<file path="config.mk">
export PLATFORM = sky130hd
export DESIGN_NAME = lc3_pipe_controller
export DESIGN_NICKNAME = d
export VERILOG_FILES = /design/src/rtl/lc3_pipe_controller.sv
export SDC_FILE = /design/constraint.sdc
export NUM_CORES = 1
export LEC_CHECK = 0
export CORE_MARGIN = 8
export CORE_UTILIZATION = 50
export DETAILED_ROUTE_END_ITERATION = 10
export PLACE_DENSITY = 0.85
export SLEW_MARGIN = 15
export SYNTH_ARGS = -nofsm -noshare
export SYNTH_HDL_FRONTEND = slang
export SYNTH_SLANG_ARGS = --single-unit
</file>
<file path="constraint.sdc">
create_clock -name clock -period 3.1 [get_ports clock]
set_input_delay 0.62 -clock clock [delete_from_list [all_inputs] [get_ports clock]]
set_output_delay 0.62 -clock clock [all_outputs]
set_load 0.05 [all_outputs]
</file>
<file path="src/rtl/lc3_pipe_controller.sv">
// LC-3 pipeline sequencer: fills the pipe after reset, stalls every stage during
// data-memory operations and flushes decode/execute after a taken BR/JMP.
module lc3_pipe_controller #(
   parameter int FLUSH_CYCLES = 2,
   parameter int MEM_TIMEOUT  = 0
) (
   input  logic        clock,
   input  logic        reset,
   input  logic        complete_data,
   input  logic [15:0] IR,
   input  logic [2:0]  psr,
   output logic        enable_fetch,
   output logic        enable_updatePC,
   output logic        enable_decode,
   output logic        enable_execute,
   output logic        enable_writeback,
   output logic        br_taken,
   output logic [1:0]  mem_state,
   output logic        mem_err
);

   localparam int FCNT_W = $clog2(FLUSH_CYCLES + 1);
   localparam int WCNT_W = (MEM_TIMEOUT > 0) ? $clog2(MEM_TIMEOUT + 1) : 1;
   localparam logic [WCNT_W-1:0] TMO = WCNT_W'(MEM_TIMEOUT);

   localparam logic [1:0] MS_RD   = 2'b00;
   localparam logic [1:0] MS_WR   = 2'b01;
   localparam logic [1:0] MS_IND  = 2'b10;
   localparam logic [1:0] MS_IDLE = 2'b11;

   localparam logic [4:0] EN_NONE  = 5'b00000;
   localparam logic [4:0] EN_FETCH = 5'b11000;
   localparam logic [4:0] EN_ALL   = 5'b11111;

   typedef enum logic [2:0] {
      S_FILL, S_RUN, S_MEM_IND, S_MEM_RD, S_MEM_WR, S_FLUSH
   } state_t;

   state_t            state_q, state_d;
   logic [1:0]        fill_cnt_q, fill_cnt_d;
   logic [FCNT_W-1:0] flush_cnt_q, flush_cnt_d;
   logic [WCNT_W-1:0] wait_cnt_q, wait_cnt_d;
   logic              resume_q, resume_d;
   logic              ind_st_q, ind_st_d;
   // Enable bit order: fetch, updatePC, decode, execute, writeback
   logic [4:0]        en_q, en_d;
   logic              br_q, br_d;
   logic [1:0]        ms_q, ms_d;
   logic              err_q, err_d;

   logic [3:0]        opc;
   logic              is_ld, is_ind, is_st, is_taken;
   logic [WCNT_W-1:0] wait_inc;
   logic              timeout;
   logic              ir_unused;

   assign opc       = IR[15:12];
   assign ir_unused = ^IR[8:0];

   always_comb begin
      is_ld    = (opc == 4'b0010) || (opc == 4'b0110);
      is_ind   = (opc == 4'b1010) || (opc == 4'b1011);
      is_st    = (opc == 4'b0011) || (opc == 4'b0111);
      is_taken = ((opc == 4'b0000) && (|(IR[11:9] & psr))) || (opc == 4'b1100);
      wait_inc = wait_cnt_q + WCNT_W'(1);
      timeout  = (MEM_TIMEOUT > 0) && !complete_data && (wait_inc == TMO);
   end

   always_comb begin
      state_d     = state_q;
      fill_cnt_d  = fill_cnt_q;
      flush_cnt_d = flush_cnt_q;
      wait_cnt_d  = wait_cnt_q;
      resume_d    = 1'b0;
      ind_st_d    = ind_st_q;
      en_d        = en_q;
      br_d        = 1'b0;
      ms_d        = ms_q;
      err_d       = err_q;
      case (state_q)
         S_FILL: begin
            fill_cnt_d = fill_cnt_q + 2'd1;
            case (fill_cnt_q)
               2'd0:    en_d = 5'b11000;
               2'd1:    en_d = 5'b11100;
               2'd2:    en_d = 5'b11110;
               default: begin
                  en_d       = EN_ALL;
                  fill_cnt_d = 2'd0;
                  state_d    = S_RUN;
               end
            endcase
         end
         S_RUN: begin
            en_d = EN_ALL;
            ms_d = MS_IDLE;
            // The instruction that just finished is still in IR on the resume cycle
            if (!resume_q) begin
               if (is_ld) begin
                  state_d    = S_MEM_RD;
                  ms_d       = MS_RD;
                  en_d       = EN_NONE;
                  wait_cnt_d = '0;
               end else if (is_ind) begin
                  state_d    = S_MEM_IND;
                  ms_d       = MS_IND;
                  en_d       = EN_NONE;
                  wait_cnt_d = '0;
                  ind_st_d   = IR[12];
               end else if (is_st) begin
                  state_d    = S_MEM_WR;
                  ms_d       = MS_WR;
                  en_d       = EN_NONE;
                  wait_cnt_d = '0;
               end else if (is_taken) begin
                  state_d     = S_FLUSH;
                  br_d        = 1'b1;
                  en_d        = EN_FETCH;
                  flush_cnt_d = FCNT_W'(FLUSH_CYCLES);
               end
            end
         end
         S_MEM_IND: begin
            if (complete_data) begin
               state_d    = ind_st_q ? S_MEM_WR : S_MEM_RD;
               ms_d       = ind_st_q ? MS_WR : MS_RD;
               wait_cnt_d = '0;
            end else if (timeout) begin
               state_d    = S_RUN;
               ms_d       = MS_IDLE;
               en_d       = EN_ALL;
               resume_d   = 1'b1;
               err_d      = 1'b1;
               wait_cnt_d = '0;
            end else if (MEM_TIMEOUT > 0) begin
               wait_cnt_d = wait_inc;
            end
         end
         S_MEM_RD, S_MEM_WR: begin
            if (complete_data || timeout) begin
               state_d    = S_RUN;
               ms_d       = MS_IDLE;
               en_d       = EN_ALL;
               resume_d   = 1'b1;
               wait_cnt_d = '0;
               if (timeout) err_d = 1'b1;
            end else if (MEM_TIMEOUT > 0) begin
               wait_cnt_d = wait_inc;
            end
         end
         S_FLUSH: begin
            en_d = EN_FETCH;
            if (flush_cnt_q <= FCNT_W'(1)) begin
               state_d     = S_RUN;
               en_d        = EN_ALL;
               resume_d    = 1'b1;
               flush_cnt_d = '0;
            end else begin
               flush_cnt_d = flush_cnt_q - FCNT_W'(1);
            end
         end
         default: begin
            state_d = S_FILL;
            en_d    = EN_NONE;
            ms_d    = MS_IDLE;
         end
      endcase
   end

   always_ff @(posedge clock or negedge reset) begin
      if (!reset) begin
         state_q     <= S_FILL;
         fill_cnt_q  <= '0;
         flush_cnt_q <= '0;
         wait_cnt_q  <= '0;
         resume_q    <= 1'b0;
         ind_st_q    <= 1'b0;
         en_q        <= EN_NONE;
         br_q        <= 1'b0;
         ms_q        <= MS_IDLE;
         err_q       <= 1'b0;
      end else begin
         state_q     <= state_d;
         fill_cnt_q  <= fill_cnt_d;
         flush_cnt_q <= flush_cnt_d;
         wait_cnt_q  <= wait_cnt_d;
         resume_q    <= resume_d;
         ind_st_q    <= ind_st_d;
         en_q        <= en_d;
         br_q        <= br_d;
         ms_q        <= ms_d;
         err_q       <= err_d;
      end
   end

   assign enable_fetch     = en_q[4];
   assign enable_updatePC  = en_q[3];
   assign enable_decode    = en_q[2];
   assign enable_execute   = en_q[1];
   assign enable_writeback = en_q[0];
   assign br_taken         = br_q;
   assign mem_state        = ms_q;
   assign mem_err          = err_q;

endmodule

</file>
==> impl_results.html <==
<table>
<tr><th>Metric</th><th>Value</th></tr>
<tr><th colspan="2">Synth</th></tr>
<tr><td>Count of flip-flops with a built-in enable after synthesis</td><td>0</td></tr>
<tr><td>Area share of and/or/nand/nor cells after synthesis</td><td>17.0%</td></tr>
<tr><td>Most used standard cells in the synthesized netlist</td><td>sky130_fd_sc_hd__o21ai_0 (15), sky130_fd_sc_hd__dfrtp_1 (14), sky130_fd_sc_hd__inv_1 (7)</td></tr>
<tr><td>Top cells by area, synth</td><td>sky130_fd_sc_hd__dfrtp_1 (33%), sky130_fd_sc_hd__o21ai_0 (7.0%), sky130_fd_sc_hd__dfstp_2 (4.9%)</td></tr>
<tr><td>Share of the yosys chip area belonging to registers</td><td>37.7%</td></tr>
<tr><td>Number of distinct library cell variants in the gate-level netlist after synthesis</td><td>48</td></tr>
<tr><td>Ys Warns</td><td>0</td></tr>
<tr><td>Dominant combinational cell family by area after synthesis</td><td>compound AO/OA/AOI/OAI gates</td></tr>
<tr><td>XOR/XNOR Fraction of Synth Area</td><td>0.819%</td></tr>
<tr><td>Number of register bits inferred by synthesis</td><td>16</td></tr>
<tr><td>Proportion of register bits with asynchronous set or reset after synthesis</td><td>100%</td></tr>
<tr><td>Share of cell area taken by muxes after synthesis</td><td>1.05%</td></tr>
<tr><td>Synth Area in Compound Gates</td><td>31.9%</td></tr>
<tr><td>Dominant cell type by area after synthesis</td><td>sky130_fd_sc_hd__dfrtp_1</td></tr>
<tr><td>Portion of synthesized cell area occupied by the leading cell type</td><td>32.7%</td></tr>
<tr><td>Cell with the most instances after synthesis</td><td>sky130_fd_sc_hd__o21ai_0</td></tr>
<tr><td>Average footprint of a synthesized cell</td><td>between 9 and 10 um^2</td></tr>
<tr><td>Netlist area before placement</td><td>around 1100 um^2</td></tr>
<tr><td>Area share of fa/ha/maj cells after synthesis</td><td>3.51%</td></tr>
<tr><td>Leading register cell type out of synthesis</td><td>sky130_fd_sc_hd__dfrtp_1</td></tr>
<tr><td>Count of mapped cells out of synthesis</td><td>117</td></tr>
<tr><td>Number of nets produced by synthesis</td><td>~140</td></tr>
<tr><th colspan="2">Global route</th></tr>
<tr><td>Number of antenna violations at the first check in global routing</td><td>0</td></tr>
<tr><td>Wire length of the first global-routing pass</td><td>~4.4 mm</td></tr>
<tr><td>Leftover overflow at the end of global routing</td><td>0</td></tr>
<tr><td>Largest net degree at the start of global routing</td><td>23</td></tr>
<tr><td>Overall global routing resource usage</td><td>13.5%</td></tr>
<tr><td>Vias in the first global route</td><td>~990</td></tr>
<tr><th colspan="2">Layout</th></tr>
<tr><td>Fraction of final layout cells sized beyond drive strength 1</td><td>roughly an eighth</td></tr>
<tr><td>Layout overhead on the synthesized area</td><td>20.0%</td></tr>
<tr><td>Final-layout fill cell count</td><td>155</td></tr>
<tr><td>Net total in the final layout</td><td>between 150 and 200</td></tr>
<tr><td>Fin cells</td><td>158</td></tr>
<tr><td>Total inserted antenna cells</td><td>0</td></tr>
<tr><th colspan="2">Critical path</th></tr>
<tr><td>Setup Crit Path Kind</td><td>register to primary output</td></tr>
<tr><td>Slowest CP cell</td><td>sky130_fd_sc_hd__clkdlybuf4s50_1</td></tr>
<tr><td>Worst setup SP type</td><td>register</td></tr>
<tr><td>Data required time of the critical path</td><td>between 2 and 2.5 ns</td></tr>
<tr><td>Arr. time, crit path</td><td>1.65 ns</td></tr>
<tr><td>CP max stage delay</td><td>0.80 ns</td></tr>
<tr><td>Crit. path cell count</td><td>1</td></tr>
<tr><td>Reg2Reg Setup Slack</td><td>1.26 ns</td></tr>
<tr><td>Startpoint of the worst-slack reg-to-reg timing path</td><td>state_q[0]</td></tr>
<tr><td>Family with the most delay on the worst path</td><td>buffers and inverters</td></tr>
<tr><td>Critical path, cell by cell</td><td>clkdlybuf4s50_1</td></tr>
<tr><td>Worst Reg2Reg Path Length in Cells</td><td>4</td></tr>
<tr><td>End of the critical path</td><td>mem_state[0]</td></tr>
<tr><td>Endpoint class of the critical path</td><td>primary output</td></tr>
<tr><td>Maximum net fanout on the critical path</td><td>2</td></tr>
<tr><td>Crit path launch</td><td>mem_state[0]</td></tr>
<tr><td>CP bufs+invs</td><td>1</td></tr>
<tr><td>Worst flop-to-flop path endpoint</td><td>state_q[0]</td></tr>
<tr><th colspan="2">Die</th></tr>
<tr><td>DIE WIDTH</td><td>62.3 um</td></tr>
<tr><td>Starting utilization of the core area</td><td>a little over half</td></tr>
<tr><td>Number of primary I/O pins</td><td>31</td></tr>
<tr><td>Area of the die</td><td>~3900 um^2</td></tr>
<tr><td>Total core area</td><td>1980 um^2</td></tr>
<tr><td>Total number of placement rows</td><td>16</td></tr>
<tr><td>Die outline height</td><td>62.3 um</td></tr>
<tr><th colspan="2">Power and ir drop</th></tr>
<tr><td>Reported net switching power</td><td>0.615 mW</td></tr>
<tr><td>IR drop worst, VDD</td><td>0.784 mV</td></tr>
<tr><td>Cell internal pwr</td><td>0.676 mW</td></tr>
<tr><td>Ratio of total power to cell area</td><td>just over 1000 nW/um^2</td></tr>
<tr><td>Switching power share of the total</td><td>47.7%</td></tr>
<tr><td>Clock network power share</td><td>10.9%</td></tr>
<tr><td>Combinational cell fraction of total power</td><td>between 50% and 60%</td></tr>
<tr><td>Sequential cell fraction of total power</td><td>34.8%</td></tr>
<tr><td>Leakage</td><td>0.518 nW</td></tr>
<tr><th colspan="2">Route</th></tr>
<tr><td>Total via count in the routed design</td><td>~960</td></tr>
<tr><td>Number of DRC violations after detailed routing</td><td>0</td></tr>
<tr><td>Routed WL per cell</td><td>around 16 um</td></tr>
<tr><td>Antenna violation net count after detailed routing</td><td>0</td></tr>
<tr><td>Vias per std cell</td><td>6.08</td></tr>
<tr><td>Final WL</td><td>roughly 2.5 mm</td></tr>
<tr><td>Count of routing violations after the opening detailed-route iteration</td><td>30</td></tr>
<tr><td>Number of iterations in the first detailed-routing pass</td><td>4</td></tr>
<tr><th colspan="2">Placement</th></tr>
<tr><td>Total half-perimeter wirelength after legalization and detailed placement</td><td>1.87 mm</td></tr>
<tr><td>RD Place Congestion</td><td>0.890</td></tr>
<tr><td>Placed Cells incl. Taps</td><td>154</td></tr>
<tr><td>Count of buffers inserted at the top-level ports</td><td>20</td></tr>
<tr><th colspan="2">Outcome</th></tr>
<tr><td>Result of the run</td><td>finished clean</td></tr>
<tr><th colspan="2">STA</th></tr>
<tr><td>Setup TNS</td><td>0 ns</td></tr>
<tr><td>Upper clock frequency limit</td><td>441 MHz</td></tr>
<tr><td>Measured slew at the worst slew-check pin</td><td>between 0.7 and 0.8 ns</td></tr>
<tr><td>Period utilisation layout</td><td>73.2%</td></tr>
<tr><td>RSZ-0062 raised after global routing</td><td>no</td></tr>
<tr><td>Number of setup violations in the final report</td><td>0</td></tr>
<tr><td>Crit path time final</td><td>around 2.3 ns</td></tr>
<tr><td>Final Slew Violations</td><td>0</td></tr>
<tr><td>Final clock skew</td><td>0.00331 ns</td></tr>
<tr><td>Final count of hold timing violations</td><td>0</td></tr>
<tr><td>Rel. slew slack</td><td>52.1%</td></tr>
<tr><th colspan="2">Clock network</th></tr>
<tr><td>Post-CTS Setup Inserts</td><td>0</td></tr>
<tr><td>TritonCTS buffer count</td><td>3</td></tr>
<tr><td>TritonCTS clock tree</td><td>yes</td></tr>
<tr><td>Clock-pin slew reported for the worst setup and hold paths after clock tree synthesis</td><td>0.09 ns</td></tr>
<tr><td>Longest Clk Path Bufs</td><td>2</td></tr>
<tr><td>Number of hold-repair buffers added at the cts stage</td><td>0</td></tr>
<tr><td>PostCTS Resize Cnt</td><td>0</td></tr>
<tr><td>Maximum level of the CTS H-tree</td><td>1</td></tr>
<tr><td>Clock net sink count</td><td>16</td></tr>
<tr><td>Clock network latency to the later pin of the worst-skew pair</td><td>0.30 ns</td></tr>
<tr><td>Root buffer cell</td><td>sky130_fd_sc_hd__clkbuf_4</td></tr>
<tr><th colspan="2">Flow run</th></tr>
<tr><td>Maxcap violations</td><td>0</td></tr>
<tr><th colspan="2">Min path</th></tr>
<tr><td>Hold/Removal Path Class</td><td>register to register</td></tr>
</table>
stage by stage:
step / hold slack (ns) / setup WS, ns / power [mW] / instance area [um^2] / util, %
after detailed placement: 0.492 / 0.798 / 1.15 / 1250 / 62.9
after CTS: 0.515 / 0.825 / 1.29 / 1280 / 64.8
after floorplan: 0.324 / 1.41 / 0.973 / 1070 / -
after global placement: 0.481 / 0.794 / 1.12 / 1250 / 62.9
after global routing: 0.525 / 0.802 / 1.40 / 1280 / 64.8
final: 0.515 / 0.832 / 1.29 / 1280 / 64.8
routing by layer:
| metal | up-vias | routed length [um] | global-route usage, % |
|---|---|---|---|
| met3 | 5 | 158 | 3.76 |
| li1 | 459 | - | - |
| met5 | - | 0 | 0 |
| met1 | 462 | 1170 | 16.9 |
| met4 | 0 | 42 | 6.27 |
| met2 | 35 | 1160 | 21.0 |
layout by cell type (no fill, tap or decap), drive strengths merged, types with 2 or more instances in the layout:
cell | Yosys | final
o211ai | 2 | 2
ha | 3 | 3
nor3 | 4 | 4
clkbuf | 2 | 4
o22ai | 2 | 2
dfrtp | 14 | 14
nor2 | 5 | 5
a211oi | 2 | 2
nand2b | 4 | 4
nand2 | 5 | 5
or3 | 2 | 2
nand3 | 2 | 2
a21boi | 2 | 2
nor3b | 2 | 2
a22oi | 3 | 3
a21oi | 2 | 2
nor2b | 4 | 4
o21ai | 15 | 15
o2bb2ai | 2 | 2
inv | 7 | 7
a31oi | 3 | 3
o211a | 2 | 2
dfstp | 2 | 2
clkdlybuf4s50 | 0 | 20
area by class of cell:
cell class | count | area (um^2) | share of cell area [%]
Sequential cell | 16 | 403 | 31.4
Tap cell | 27 | 33.8 | 2.63
Clock buffer | 4 | 36.3 | 2.83
Timing Repair Buffer | 20 | 200 | 15.6
Multi-Input combinational cell | 84 | 584 | 45.5
Inverter | 7 | 26.3 | 2.05
power groups by stage:
stage / clock (mW) / combinational [mW] / sequential, mW
6_report: 0.141 / 0.701 / 0.449
4_1_cts: 0.143 / 0.705 / 0.446
3_5_place_dp: 0 / 0.699 / 0.448
3_3_place_gp: 0 / 0.683 / 0.442
2_1_floorplan: 0 / 0.505 / 0.468
5_1_grt: 0.152 / 0.777 / 0.468
worst min path at each step:
stage	startpoint	endpoint	slack (ns)	cells past startpoint
6_report	flush_cnt_q[0]	flush_cnt_q[0]	0.51	1
5_1_grt	flush_cnt_q[0]	flush_cnt_q[0]	0.53	1
4_1_cts	flush_cnt_q[0]	flush_cnt_q[0]	0.51	1
3_5_place_dp	flush_cnt_q[0]	flush_cnt_q[0]	0.49	1
3_3_place_gp	flush_cnt_q[0]	flush_cnt_q[0]	0.48	1
2_1_floorplan	reset	br_taken	0.32	0
cells by family (layout without fill, tap and decap cells):
group	Yosys count	in the layout
simple gates	32	32
mux	1	1
buf+inv	17	31
fa+ha+maj	3	3
other cells	1	1
xor+xnor	1	1
compound gates	46	46
flops	16	16
registers in the layout (all words and copies together) (netlist names):
register and count:
state_q 3, br_taken 1, en_q 4, flush_cnt_q 2, resume_q 1, ind_st_q 1, fill_cnt_q 2, mem_state 2
No activity file was read; power rests on OpenSTA's default activity.
